$ cat src/rtl/conv_pixel_packer.sv
// conv_pixel_packer
//   Last stage of the 3x3 convolution datapath. Gathers 4-bit conv results,
//   packs three per 12-bit word as {p0,p1,p2} (p0 in [11:8]) and writes the
//   words to the output frame RAM. The last word of each line is padded with
//   zeros in its unfilled low nibbles. Signals frame completion with a pulse
//   aligned to the final write.
//
// Parameters
//   IMG_W   output pixels per line
//   IMG_H   output lines per frame
//   ADDR_W  word address width, must hold IMG_H*ceil(IMG_W/3)
//
// Ports
//   pixel_clk    clock, rising edge
//   rst          asynchronous active-high reset
//   start        1-cycle pulse, begins a frame (honoured in IDLE only)
//   pix_valid    pix_in carries a new conv result
//   pix_in       conv result 0..15
//   wr_en        RAM write strobe, one cycle per word
//   wr_addr      RAM word address (holds when wr_en=0)
//   wr_data      packed word (holds when wr_en=0)
//   busy         high while in RUN
//   frame_done   pulse coinciding with the final write of the frame
//   err_overrun  sticky, pix_valid seen outside RUN; cleared only by rst
module conv_pixel_packer #(
  parameter int IMG_W  = 638,
  parameter int IMG_H  = 478,
  parameter int ADDR_W = 17
) (
  input  logic              pixel_clk,
  input  logic              rst,
  input  logic              start,
  input  logic              pix_valid,
  input  logic [3:0]        pix_in,
  output logic              wr_en,
  output logic [ADDR_W-1:0] wr_addr,
  output logic [11:0]       wr_data,
  output logic              busy,
  output logic              frame_done,
  output logic              err_overrun
);

  localparam int COL_W  = (IMG_W > 2) ? $clog2(IMG_W) : 1;
  localparam int LINE_W = (IMG_H > 2) ? $clog2(IMG_H) : 1;

  typedef enum logic [1:0] {
    S_IDLE = 2'd0,
    S_RUN  = 2'd1,
    S_DONE = 2'd2
  } state_t;

  state_t              state;
  state_t              state_nxt;
  logic [1:0]          slot;
  logic [COL_W-1:0]    col;
  logic [LINE_W-1:0]   line;
  logic [ADDR_W-1:0]   word_cnt;
  logic [11:0]         pack;
  logic [11:0]         pack_nxt;
  logic                accept;
  logic                drop;
  logic                col_last;
  logic                line_last;
  logic                word_done;

  assign col_last  = (col == COL_W'(IMG_W - 1));
  assign line_last = (line == LINE_W'(IMG_H - 1));
  assign busy      = (state == S_RUN);

  // Next-state and accept/drop decode
  always_comb begin
    state_nxt = state;
    accept    = 1'b0;
    drop      = 1'b0;
    case (state)
      S_IDLE: begin
        drop = pix_valid;
        if (start) state_nxt = S_RUN;
      end
      S_RUN: begin
        accept = pix_valid;
        if (pix_valid && col_last && line_last) state_nxt = S_DONE;
      end
      S_DONE: begin
        drop      = pix_valid;
        state_nxt = S_IDLE;
      end
      default: state_nxt = S_IDLE;
    endcase
  end

  // A word closes on its third nibble or on the last column of a line,
  // whichever comes first; slots not yet written are still zero.
  assign word_done = accept && ((slot == 2'd2) || col_last);

  always_comb begin
    pack_nxt = pack;
    case (slot)
      2'd0:    pack_nxt[11:8] = pix_in;
      2'd1:    pack_nxt[7:4]  = pix_in;
      default: pack_nxt[3:0]  = pix_in;
    endcase
  end

  always_ff @(posedge pixel_clk or posedge rst) begin
    if (rst) begin
      state <= S_IDLE;
    end else begin
      state <= state_nxt;
    end
  end

  // Pack/count stage: accepting edge
  always_ff @(posedge pixel_clk or posedge rst) begin
    if (rst) begin
      slot        <= '0;
      col         <= '0;
      line        <= '0;
      word_cnt    <= '0;
      pack        <= '0;
      err_overrun <= 1'b0;
    end else begin
      if (drop) err_overrun <= 1'b1;

      if (word_done) begin
        pack     <= '0;
        slot     <= '0;
        word_cnt <= word_cnt + 1'b1;
      end else if (accept) begin
        pack <= pack_nxt;
        slot <= slot + 2'd1;
      end

      if (accept) begin
        if (col_last) begin
          col  <= '0;
          line <= line_last ? '0 : line + 1'b1;
        end else begin
          col <= col + 1'b1;
        end
      end

      // DONE -> IDLE: next frame starts addressing from zero
      if (state == S_DONE) word_cnt <= '0;
    end
  end

  // Write stage: registered one cycle after the accepting edge
  always_ff @(posedge pixel_clk or posedge rst) begin
    if (rst) begin
      wr_en      <= 1'b0;
      wr_addr    <= '0;
      wr_data    <= '0;
      frame_done <= 1'b0;
    end else begin
      wr_en      <= word_done;
      frame_done <= accept && col_last && line_last;
      if (word_done) begin
        wr_addr <= word_cnt;
        wr_data <= pack_nxt;
      end
    end
  end

endmodule

$ cat config.mk
export PLATFORM = sky130hd
export DESIGN_NAME = conv_pixel_packer
export DESIGN_NICKNAME = d
export VERILOG_FILES = /design/src/rtl/conv_pixel_packer.sv
export SDC_FILE = /design/constraint.sdc
export NUM_CORES = 1
export LEC_CHECK = 0
export CORE_MARGIN = 2
export CORE_UTILIZATION = 55
export CTS_BUF_LIST = sky130_fd_sc_hd__clkbuf_16
export CTS_CLUSTER_DIAMETER = 120
export DETAILED_ROUTE_END_ITERATION = 7
export PLACE_DENSITY = 0.77
export SLEW_MARGIN = 20
export SYNTH_ARGS = -nofsm -noshare
export SYNTH_HDL_FRONTEND = slang
export SYNTH_SLANG_ARGS = --single-unit
export TNS_END_PERCENT = 1
$ cat constraint.sdc
create_clock -name pixel_clk -period 5.5 [get_ports pixel_clk]
set_input_delay 1.1 -clock pixel_clk [delete_from_list [all_inputs] [get_ports pixel_clk]]
set_output_delay 1.1 -clock pixel_clk [all_outputs]
set_load 0.05 [all_outputs]
After elaboration in Yosys (flattened, before gate mapping)
Cells that the tools add are included.
{"block": "totals", "ff_bits": 84, "latchBits": 0, "in_bits": 8, "mem_bits_ro": 0, "output_inout_bits": 33, "mem_count": 0, "mem_bits_rw": 0}
{"block": "classes", "mux": 16, "mul": 0, "n_eq_ne": 8, "n_bitwise": 0, "addsub": 4, "n_reduce_logical": 14, "magnitude_cmp": 0, "n_shift": 0, "div": 0}
{"op": "2-to-1 mux 17 bit", "n": 2}
{"op": "2-to-1 mux 12 bit", "n": 2}
{"op": "adder 17 x 1 -> 17 bit, second input constant", "n": 1}
{"op": "2-to-1 mux 4 bit", "n": 3}
{"op": "adder 10 x 1 -> 10 bit, second input constant", "n": 1}
{"op": "== test 10 bit, second input constant", "n": 1}
{"op": "2-to-1 mux 10 bit", "n": 1}
{"op": "adder 9 x 1 -> 9 bit, second input constant", "n": 1}
{"op": "== test 9 bit, second input constant", "n": 1}
{"op": "2-to-1 mux 9 bit", "n": 1}
{"op": "2-to-1 mux 2 bit", "n": 4}
{"op": "logical AND 1 bit", "n": 5}
{"op": "== test 2 x 1 -> 1 bit, second input constant", "n": 2}
{"op": "== test 2 bit, second input constant", "n": 2}
{"op": "logical NOT 2 bit", "n": 2}
{"op": "one-hot mux 2 bit (2 select lines)", "n": 1}
{"op": "AND reduction 2 bit", "n": 2}
{"op": "nonzero test 2 bit", "n": 2}
{"op": "OR reduction 2 bit", "n": 2}
{"op": "adder 2 x 1 -> 2 bit, second input constant", "n": 1}
{"op": "2-to-1 mux 1 bit", "n": 2}
{"op": "inequality test 2 x 1 -> 1 bit, second input constant", "n": 1}
{"op": "inequality test 2 bit, second input constant", "n": 1}
{"op": "logical OR 1 bit", "n": 1}

Depth between registers and ports, before layout
{"block": "logic_depth", "word_depth": 5, "depth_mapped": 10, "mapped_depth_nobuf": 7}

Worst setup path after synthesis
No wires, ideal clock.
{"block": "synth_path", "path_kind": "input to register", "startpoint": "input pix_valid", "endpoint": "register wr_addr[10]", "setup_slack_ns": 3.083, "required_time_ns": 5.375, "stages": 7, "t_arrival_ns": 2.292, "setup_ns": 0.125, "path_cell_list": "and3b_1 buf_6 and4_4 buf_6 nor2_8 buf_12 mux2_4"}
{"block": "synth_via", "elab_chain_len": 2}
{"element": "start, declared", "line_no": "33", "source": "input logic pix_valid,"}
{"element": "2-to-1 mux 1 bit", "line_no": "75", "source": "case (state)"}
{"element": "logical AND 1 bit", "line_no": "94", "source": "assign word_done = accept && ((slot == 2'd2) || col_last);"}
{"element": "end signal, assigned", "line_no": "159", "source": "wr_addr <= word_cnt;"}
{"element": "end, declared", "line_no": "36", "source": "output logic [ADDR_W-1:0] wr_addr,"}
Every way passes these cells.
A chain may end at the register's enable or synchronous reset.

Worst setup path after layout
{"block": "layout_path", "startpoint": "input pix_valid", "endpoint": "register wr_addr[1]"}
Same word-level chain as after synthesis.

==> flow_summary.toml <==
[status]
status = "finished clean"

[floorplanning]
io_pins = 41
fp-row-count = 31
dieHeight_um = 90.4
die_w_um = 90.4
start_util_pct = 56.5
dieArea_um2 = 8160
core_area_um2 = 7250

[drt]
post-route-drc-count = 0
num_vias = 3016
drtIter0Drc = 149
wl_per_cell_um = 16.2
via_per_inst = 5.90
wl_um = 8280
final_antenna_net_count = 0
drtPass1Iterations = 4

[sta]
finalCritPeriodShare_pct = 56.7
clock.fmax_mhz = 321
hold_viol_final = 0
slew_headroom_pct = 44.6
tightest_slew_ns = 0.829
rsz0062_at_grt = "false"
period_needed_ns = 3.12
worst_slack_ns = 2.38
tns_ns = 0
setup_viol = 0
finClkSkew_ns = 0.00690
hold_ws_ns = 0.457
final_max_slew_viol_count = 0

[layout]
final_common_cell = "dfrtp_1"
final_cells = 511
fillers = 569
diodes = 0
multi_input_area_um2 = 1810
nNetsFinal = 423
area_growth_pct = 16.7
drive_above_1_share_pct = 11.9
final_cell_mix = "dfrtp_1 (84), clkdlybuf4s50_1 (40), o21ai_0 (36), nand2_1 (35), mux2i_1 (23)"
seq_area_um2 = 2100

[synth]
syn-num-nets = 395
synth_seq_area_share_pct = 51.3
synth-edff-count = 0
yosys-top-cells-area = "dfrtp_1 (51%), mux2i_1 (5.6%), o21ai_0 (4.4%)"
ys_types = 50
async_reset_ff_share_pct = 100
synth_area_leader_cell = "dfrtp_1"
synth_top_flop_cell = "dfrtp_1"
ys_warn_count = 0
avgSynthCellArea_um2 = 10.8
synth-seq-cells = 84
syn-cell-area_um2 = 4100
synth.top_cell.area_share_pct = 51.3
syn-instance-count = 379

[critical_path]
end_kind = "flip-flop"
cp.required_ns = 5.72
cp.arrival_ns = 3.34
r2r_slack_ns = 3.19
worstSetupStartpointType = "input port"
ff2ff_path_depth = 4
path_max_fanout = 26
rr_startpoint = "state[1]"
reg2reg_to = "wr_addr[1]"
path_class = "input port to flip-flop"

[power]
p_leak_nw = 2.08
power_density_nw_per_um2 = 564
vdd_drop_max_v = 0.000308

[placement]
io_buffers = 40
gp_congestion = 0.862
dp_hpwl_um = 5490
place_inst = 495
post-place-ws_ns = 2.05

[clock_network]
root_buffer = "clkbuf_16"
cts_hold_buf = 0
tritoncts = "yes"
cts_max_path_buffers = 2
cts_buffers = 9
post_cts_buffers = 0
cts_sinks = 84
cts-htree-levels = 3
path_clk_slew_ns = 0.06
clk_latency_ns = 0.34
cts-resized-gates = 0

[grt]
grt_pass1_wl_um = 14200
busiest_layer = "met2"
antenna_found_initial = 0
grt_overflow_total = 0
use_met1_pct = 29.4
met2_usage_pct = 34.8
grt_usage_pct = 21.7
grt_pass1_vias = 2929
grtUsageMet3_pct = 4.34
grt_max_degree = 51

[hold_path]
hp-start = "err_overrun"
whs_path_depth = 1
worstHoldPathType = "flip-flop to flip-flop"
holdPathEnd = "err_overrun"

[job]
cap_viol_max_count = 0
per-stage QoR:
step	instance area [um^2]	utilization (%)	total power [W]
after floorplan	4100	-	0.00178
after global placement	4490	61.8	0.00206
after detailed placement	4490	61.8	0.00210
after CTS	4790	66.0	0.00271
after global routing	4790	66.0	0.00284
final	4790	66.0	0.00270
power by group:
group          switching (W)  internal, W  leakage (nW)
registers           0.000177     0.000833         0.971
logic               0.000658     0.000422         0.966
clock network       0.000254     0.000354         0.144
synth_stat cells, types with 2 or more instances:
master     count
or2_2          9
o21ai_0       36
o211ai_1       2
xor2_1         2
nor2b_1        2
ha_1           8
and2_1         4
a21o_1         2
clkbuf_1       9
nor2_1        12
a21boi_0       2
a211oi_1       2
a32o_1         8
buf_6          4
nor4_1         3
a22o_1         5
buf_4          2
mux2i_1       23
buf_2          7
and3_1         6
mux2_4        10
or3_1          2
o31ai_1        2
inv_1          8
o2111ai_1      4
nand2_1       35
buf_1          2
dfrtp_1       84
a21oi_1       11
nor3_1         7
nand4_1        9
xnor2_1        3
nand3_1       21
and4_1         5
a31oi_1        7
mux2_2         7
layer usage:
layer / part of all wire [%] / wire length, um
met1: 46 / 3790
met2: 50 / 4100
met3: 3.2 / 266
met4: 1.5 / 121
met5: 0 / 0
sequential cells by signal, summed over array words and instances (netlist names):
| name | count |
|---|---|
| wr_data | 12 |
| frame_done | 1 |
| wr_addr | 17 |
| line | 9 |
| word_cnt | 17 |
| err_overrun | 1 |
| pack | 12 |
| slot | 2 |
| col | 10 |
| state | 2 |
| wr_en | 1 |
worst max-delay path: stages:
cell	delay, ns
clkdlybuf4s50_1	0.52
and3b_1	0.49
and2_1	0.65
nor2_8	0.20
mux2_4	0.35
worst max-delay path by stage:
stage,startpoint,endpoint,slack [ns],cells after the start
finish,pix_valid,wr_addr[1],2.38,5
global route,pix_valid,wr_addr[8],2.24,5
CTS,pix_valid,wr_addr[1],2.40,5
detailed placement,pix_valid,wr_addr[1],2.05,5
global placement,pix_valid,wr_addr[6],2.11,5
floorplan,rst,col[0],2.23,1
final cells by class:
class | instances | share of cell area (%)
clock buffer | 9 | 4.70
sequential | 84 | 43.9
timing repair buffer | 42 | 8.68
tap | 99 | 2.59
inverter | 9 | 0.732
multi-input combinational | 261 | 37.8
clock inverter | 7 | 1.59
kinds of logic (layout without fill, tap and decap cells):
kind of cell | Yosys count | after routing | synth area share [%]
AO/OA/AOI/OAI | 87 | 87 | 13.7
XOR/XNOR | 5 | 5 | 1.07
adder cells (fa/ha/maj) | 8 | 8 | 2.44
buffers and inverters | 34 | 67 | 4.64
AND/OR/NAND/NOR | 121 | 121 | 15.7
multiplexers | 40 | 40 | 11.2
flip-flops | 84 | 84 | 51.3
No activity file was read; power rests on OpenSTA's default activity.
